--- src/rtl/slice_rd_sched.sv ---
// rtl/slice_rd_sched.sv - per-slice output FIFO read scheduler, slice-interleaved line order
module slice_rd_sched #(
    parameter int MAX_NBR_SLICES   = 2,
    parameter int MAX_SLICE_WIDTH  = 2560,
    parameter int MAX_SLICE_HEIGHT = 2560,
    localparam int SEL_W = (MAX_NBR_SLICES > 1) ? $clog2(MAX_NBR_SLICES) : 1,
    localparam int SW_W  = $clog2(MAX_SLICE_WIDTH)
) (
    input  logic                      clk_out_int,
    input  logic                      rst_n,
    input  logic                      flush,
    input  logic                      frame_start,
    input  logic [9:0]                slices_per_line,
    input  logic [SW_W-1:0]           slice_width,
    input  logic [15:0]               frame_height,
    input  logic [7:0]                h_blank,
    input  logic [MAX_NBR_SLICES-1:0] fifo_empty,
    output logic [MAX_NBR_SLICES-1:0] rd_en,
    output logic [SEL_W-1:0]          rd_sel,
    output logic                      chunk_last,
    output logic [15:0]               line_cnt,
    output logic                      frame_done,
    output logic                      busy
);

    localparam int GRP_W  = $clog2(MAX_SLICE_WIDTH / 4 + 4);
    localparam int LINE_W = $clog2(MAX_SLICE_HEIGHT + 1);
    localparam int CMP_W  = (SW_W > GRP_W) ? SW_W : GRP_W;

    typedef enum logic [1:0] {IDLE, READ, HBLANK, DONE} state_t;

    state_t             state, state_nx;
    logic [GRP_W-1:0]   grp_cnt, grp_nx;
    logic [SEL_W-1:0]   sel_q, sel_nx;
    logic [LINE_W-1:0]  line_q, line_nx;
    logic [7:0]         blank_cnt, blank_nx;
    logic               frame_done_q, busy_q;

    logic [CMP_W-1:0]   grp_ext, grp_max;
    logic               pop, sel_last, line_last;

    assign grp_ext   = CMP_W'(grp_cnt);
    assign grp_max   = CMP_W'(slice_width >> 2) - CMP_W'(1);
    // Only the selected slice's empty flag matters, so inactive slices never stall
    assign pop       = (state == READ) && !fifo_empty[sel_q];
    assign sel_last  = (10'(sel_q) == slices_per_line - 10'd1);
    assign line_last = (16'(line_q) == frame_height - 16'd1);

    always_comb begin
        rd_en = '0;
        for (int s = 0; s < MAX_NBR_SLICES; s++) begin
            rd_en[s] = (state == READ) && (sel_q == SEL_W'(s)) && !fifo_empty[s];
        end
    end

    assign chunk_last = pop && (grp_ext == grp_max);

    always_comb begin
        state_nx = state;
        grp_nx   = grp_cnt;
        sel_nx   = sel_q;
        line_nx  = line_q;
        blank_nx = blank_cnt;
        if (flush) begin
            state_nx = IDLE;
            grp_nx   = '0;
            sel_nx   = '0;
            line_nx  = '0;
            blank_nx = '0;
        end else if (frame_start) begin
            // Restart wins even over a coinciding chunk_last; that pop still goes out
            state_nx = READ;
            grp_nx   = '0;
            sel_nx   = '0;
            line_nx  = '0;
            blank_nx = '0;
        end else begin
            case (state)
                READ: begin
                    if (pop) begin
                        if (chunk_last) begin
                            grp_nx = '0;
                            if (!sel_last) begin
                                sel_nx = sel_q + SEL_W'(1);
                            end else begin
                                sel_nx = '0;
                                if (line_last) begin
                                    state_nx = DONE;
                                end else begin
                                    line_nx = line_q + LINE_W'(1);
                                    if (h_blank != 8'd0) state_nx = HBLANK;
                                end
                            end
                        end else begin
                            grp_nx = grp_cnt + GRP_W'(1);
                        end
                    end
                end
                HBLANK: begin
                    if (blank_cnt == h_blank - 8'd1) begin
                        blank_nx = '0;
                        state_nx = READ;
                    end else begin
                        blank_nx = blank_cnt + 8'd1;
                    end
                end
                DONE:    state_nx = IDLE;
                default: state_nx = IDLE;
            endcase
        end
    end

    always_ff @(posedge clk_out_int or negedge rst_n) begin
        if (!rst_n) begin
            state        <= IDLE;
            grp_cnt      <= '0;
            sel_q        <= '0;
            line_q       <= '0;
            blank_cnt    <= '0;
            frame_done_q <= 1'b0;
            busy_q       <= 1'b0;
        end else begin
            state        <= state_nx;
            grp_cnt      <= grp_nx;
            sel_q        <= sel_nx;
            line_q       <= line_nx;
            blank_cnt    <= blank_nx;
            frame_done_q <= (state_nx == DONE);
            busy_q       <= (state_nx != IDLE);
        end
    end

    assign rd_sel     = sel_q;
    assign line_cnt   = 16'(line_q);
    assign frame_done = frame_done_q;
    assign busy       = busy_q;

endmodule

--- config.mk ---
export PLATFORM = sky130hd
export DESIGN_NAME = slice_rd_sched
export DESIGN_NICKNAME = d
export VERILOG_FILES = /design/src/rtl/slice_rd_sched.sv
export SDC_FILE = /design/constraint.sdc
export NUM_CORES = 1
export LEC_CHECK = 0
export BUFFER_PORTS_ARGS = -buffer_cell sky130_fd_sc_hd__buf_2
export CAP_MARGIN = 40
export CELL_PAD_IN_SITES_DETAIL_PLACEMENT = 1
export CELL_PAD_IN_SITES_GLOBAL_PLACEMENT = 2
export CORE_MARGIN = 3
export CORE_UTILIZATION = 29
export DETAILED_ROUTE_END_ITERATION = 7
export GPL_TIMING_DRIVEN = 0
export PLACE_DENSITY = 0.79
export SLEW_MARGIN = 20
export SYNTH_ARGS = -nofsm -noshare
export SYNTH_HDL_FRONTEND = slang
export SYNTH_SLANG_ARGS = --single-unit
--- constraint.sdc ---
create_clock -name clk_out_int -period 2.47 [get_ports clk_out_int]
set_clock_uncertainty 0.15 [all_clocks]
set_input_delay 0.247 -clock clk_out_int [delete_from_list [all_inputs] [get_ports clk_out_int]]
set_output_delay 0.247 -clock clk_out_int [all_outputs]
set_load 0.02 [all_outputs]
==> out/results.tsv <==
stage	metric	value	unit
run_status	run status	finished, violations left	
run_status	violations in the final reports	negative setup slack	
synth	yosys warns	0	
routing	ANT nets after route	0	
routing	Vias	3251	
worst_setup_path	Crit Path Category	in -> reg	
placed_design	DP Worst Slack	-1.168	ns
die	die span in x	110.8	microns
cells_and_area	Area Overhead vs Synth	37.89	%
routing	initial detailed-routing violation count	100	
worst_setup_path	kind of start point of the critical path	input pin	
power	maximum vdd drop	189.1	uV
synth	sequential area share after synthesis	27.52	%
cells_and_area	share of the core filled with cells	41.77	%
die	# IOs	74	
worst_setup_path	WP data arrival	3.12	ns
timing	final setup vio count	16	
timing	post-layout minimum cycle time	3.037	ns
synth	Mapped Area	3183	sq um
cells_and_area	Post-Layout Cell Count	627	
routing	WL per Instance	16.12	microns
synth	top post-synthesis cells by area	dfrtp_1, xnor2_1, nor2_1, xor2_1, ha_1	
die	Cell Rows	37	
timing	Max Freq	329.3	MHz
worst_hold_path	Hold Crit Class	in -> reg	
synth	Yosys cell types	59	
synth	Post-synth EDFFs	0	
routing	final WL	10110	microns
clock_network	CTS sink count	35	
worst_setup_path	crit path capture type	flop	
cells_and_area	Final #Nets	552	
cells_and_area	Antenna Cells	0	
global_routing	Global Route Usage Sum	16.04	%
placed_design	total placed cells including tap cells	595	
placed_design	PortBufs	66	
worst_setup_path	delay-heaviest family, CP	simple AND/OR/NAND/NOR gates	
run	max-cap viol count	0	
global_routing	global-route wire length before repair	16790	microns
worst_setup_path	CP Max Fanout	3	
placed_design	Detail Placement HPWL	7402	microns
worst_setup_path	Worst path slowest cell	or4_4	
synth	Synth async-reset ratio	100.0	%
synth	Synth Register Bits	35	
placed_design	gpl congestion	0.7789	
synth	biggest area consumer among synthesized cells	dfrtp_1	
clock_network	clk buf depth	2	
global_routing	initial antenna violation count	0	
synth	Cells after Synth	389	
synth	Avg Inst Size Synth	8.183	sq um
timing	worst-margin pin slew	0.6972	ns
global_routing	vias in the first global route	3431	
clock_network	CTS tree	yes	
die	die height	110.8	microns
timing	Final Hold Fails	0	
clock_network	htree depth	2	
routing	vias per cell	5.185	
timing	Pins Over Slew Limit	0	
cells_and_area	fraction of layout cells with a size suffix above 1	32.38	%
timing	Setup WS post-layout	-0.5671	ns
global_routing	grt ovf	0	
synth	ys flop type	dfrtp_1	
worst_setup_path	WP buf/inv	3	
synth	post-synth top area share	27.52	%
timing	RSZ-0062 raised after global routing	true	
cells_and_area	most frequent cells in the layout	buf_2, xnor2_1, nor2_1	
timing	setup_tns	-7.180	ns
worst_setup_path	Worst EP required	2.55	ns
global_routing	largest net degree at the start of global routing	22	
cells_and_area	fill cell count	1244	
timing	fin crit share	123.0	%
power	Leak	0.001784	uW
worst_setup_path	CP cell instances	buf_12 > inv_12 > ha_4 > or3b_4 > or4_4 > a2111oi_4 > nand4_1 > nor4_2 > buf_4 > nand3b_1 > a311oi_2 > and3_1	
routing	number of remaining DRC errors	0	
clock_network	Reg clk slew, reported paths	0.09	ns
cells_and_area	leading cell type in the layout, fill and taps excluded	buf_2	
clock_network	Worst-Skew Late Latency	0.30	ns
routing	drt pass-1 iters	4	
clock_network	Num CTS Buffers	5	
die	die area	12270	sq um
clock_network	clock root cell	clkbuf_8	
die	area of the core	10510	sq um
worst_setup_path	Worst path max stage delay	0.55	ns
die	Initial Util	30.29	%
timing	Max-slew headroom	53.03	%
power	Cell Pwr Density	345.6	nW/um^2
-- per-layer routing --
metal | global-route usage [%] | routed length, microns
met5 | 0 | 0
met3 | 2.293 | 321
met1 | 20.89 | 4642
met4 | 2.627 | 78
met2 | 28.56 | 5064
-- final timing paths --
check,cells after the start,slack (ns),start,to
min in group asynchronous,2,0.27,rst_n,blank_cnt[7]
hold reg to reg,1,0.45,blank_cnt[5],blank_cnt[5]
setup reg to reg,9,-0.53,line_q[6],frame_done
max in group asynchronous,3,1.43,rst_n,line_q[9]
setup / recovery,12,-0.57,frame_height[1],frame_done
hold / removal,3,0.18,frame_start,state[0]
-- cells in the mapped netlist (all sizes together), types with 3 or more instances --
library cell / number
o31ai: 5
o21ai: 12
and3: 8
and2: 4
nand3b: 3
o211ai: 3
a22o: 5
a211oi: 7
or4: 9
nand2: 29
buf: 8
mux2i: 7
clkbuf: 11
nor3: 20
o22ai: 4
nand3: 15
nand4: 8
or3: 4
inv: 21
xnor2: 41
nand2b: 4
nor4: 8
a21oi: 16
ha: 10
xor2: 16
nor3b: 4
a2111oi: 5
nor2: 39
dfrtp: 35
-- cell type report --
cell class | count | area, sq um | area share [%]
buffer | 16 | 106.4 | 2.423
inverter | 21 | 98.84 | 2.252
clock buffer | 5 | 68.82 | 1.568
tap | 136 | 170.2 | 3.877
clock inverter | 3 | 67.56 | 1.539
timing repair buffer | 94 | 625.6 | 14.25
multi-input combinational | 317 | 2372 | 54.05
sequential | 35 | 879.6 | 20.04
-- metrics by stage --
step	hold WS [ns]	instance area [sq um]	total power, uW
after floorplan	-0.1986	3232	728.5
after global placement	0.2515	3732	833.7
after detailed placement	0.06619	3760	847.2
after CTS	0.1737	4174	1514
after global routing	0.1657	4389	1590
final	0.1808	4389	1517
-- where the power goes --
group | switching (uW) | internal [uW]
Combinational | 170 | 130
Clock | 238 | 403
Sequential | 1.88 | 574
-- sequential cells by signal, summed over array words and instances, names as in the netlist --
register,cells
state,2
rd_sel,1
frame_done,1
grp_cnt,10
blank_cnt,8
busy,1
line_q,12
-- worst min-delay path, cell delays in order --
cell and delay [ns]:
buf_2 0.13, nor2b_1 0.14, a311oi_2 0.08
-- logic make-up (layout without fill, tap and decap cells) --
kind of cell / count (synthesis) / after routing / synth area share (%)
other: 1 / 4 / 0.1178
multiplexers: 8 / 8 / 2.555
AO/OA/AOI/OAI: 74 / 74 / 17.02
buffers and inverters: 40 / 139 / 5.621
AND/OR/NAND/NOR: 164 / 164 / 27.56
XOR/XNOR: 57 / 57 / 15.68
flip-flops: 35 / 35 / 27.52
adder cells (fa/ha/maj): 10 / 10 / 3.931
-- what timing repair did --
| action | CTS | global route |
|---|---|---|
| endpoints found under the setup margin | 30 | 33 |
| pin swaps | 10 | 21 |
| buffers inserted | 15 | 11 |
| gates resized for setup | 33 | 47 |
| endpoints found under the hold margin | 15 | 0 |
| hold buffers | 2 | 0 |
Note: power is estimated with default switching activity, not from simulation.
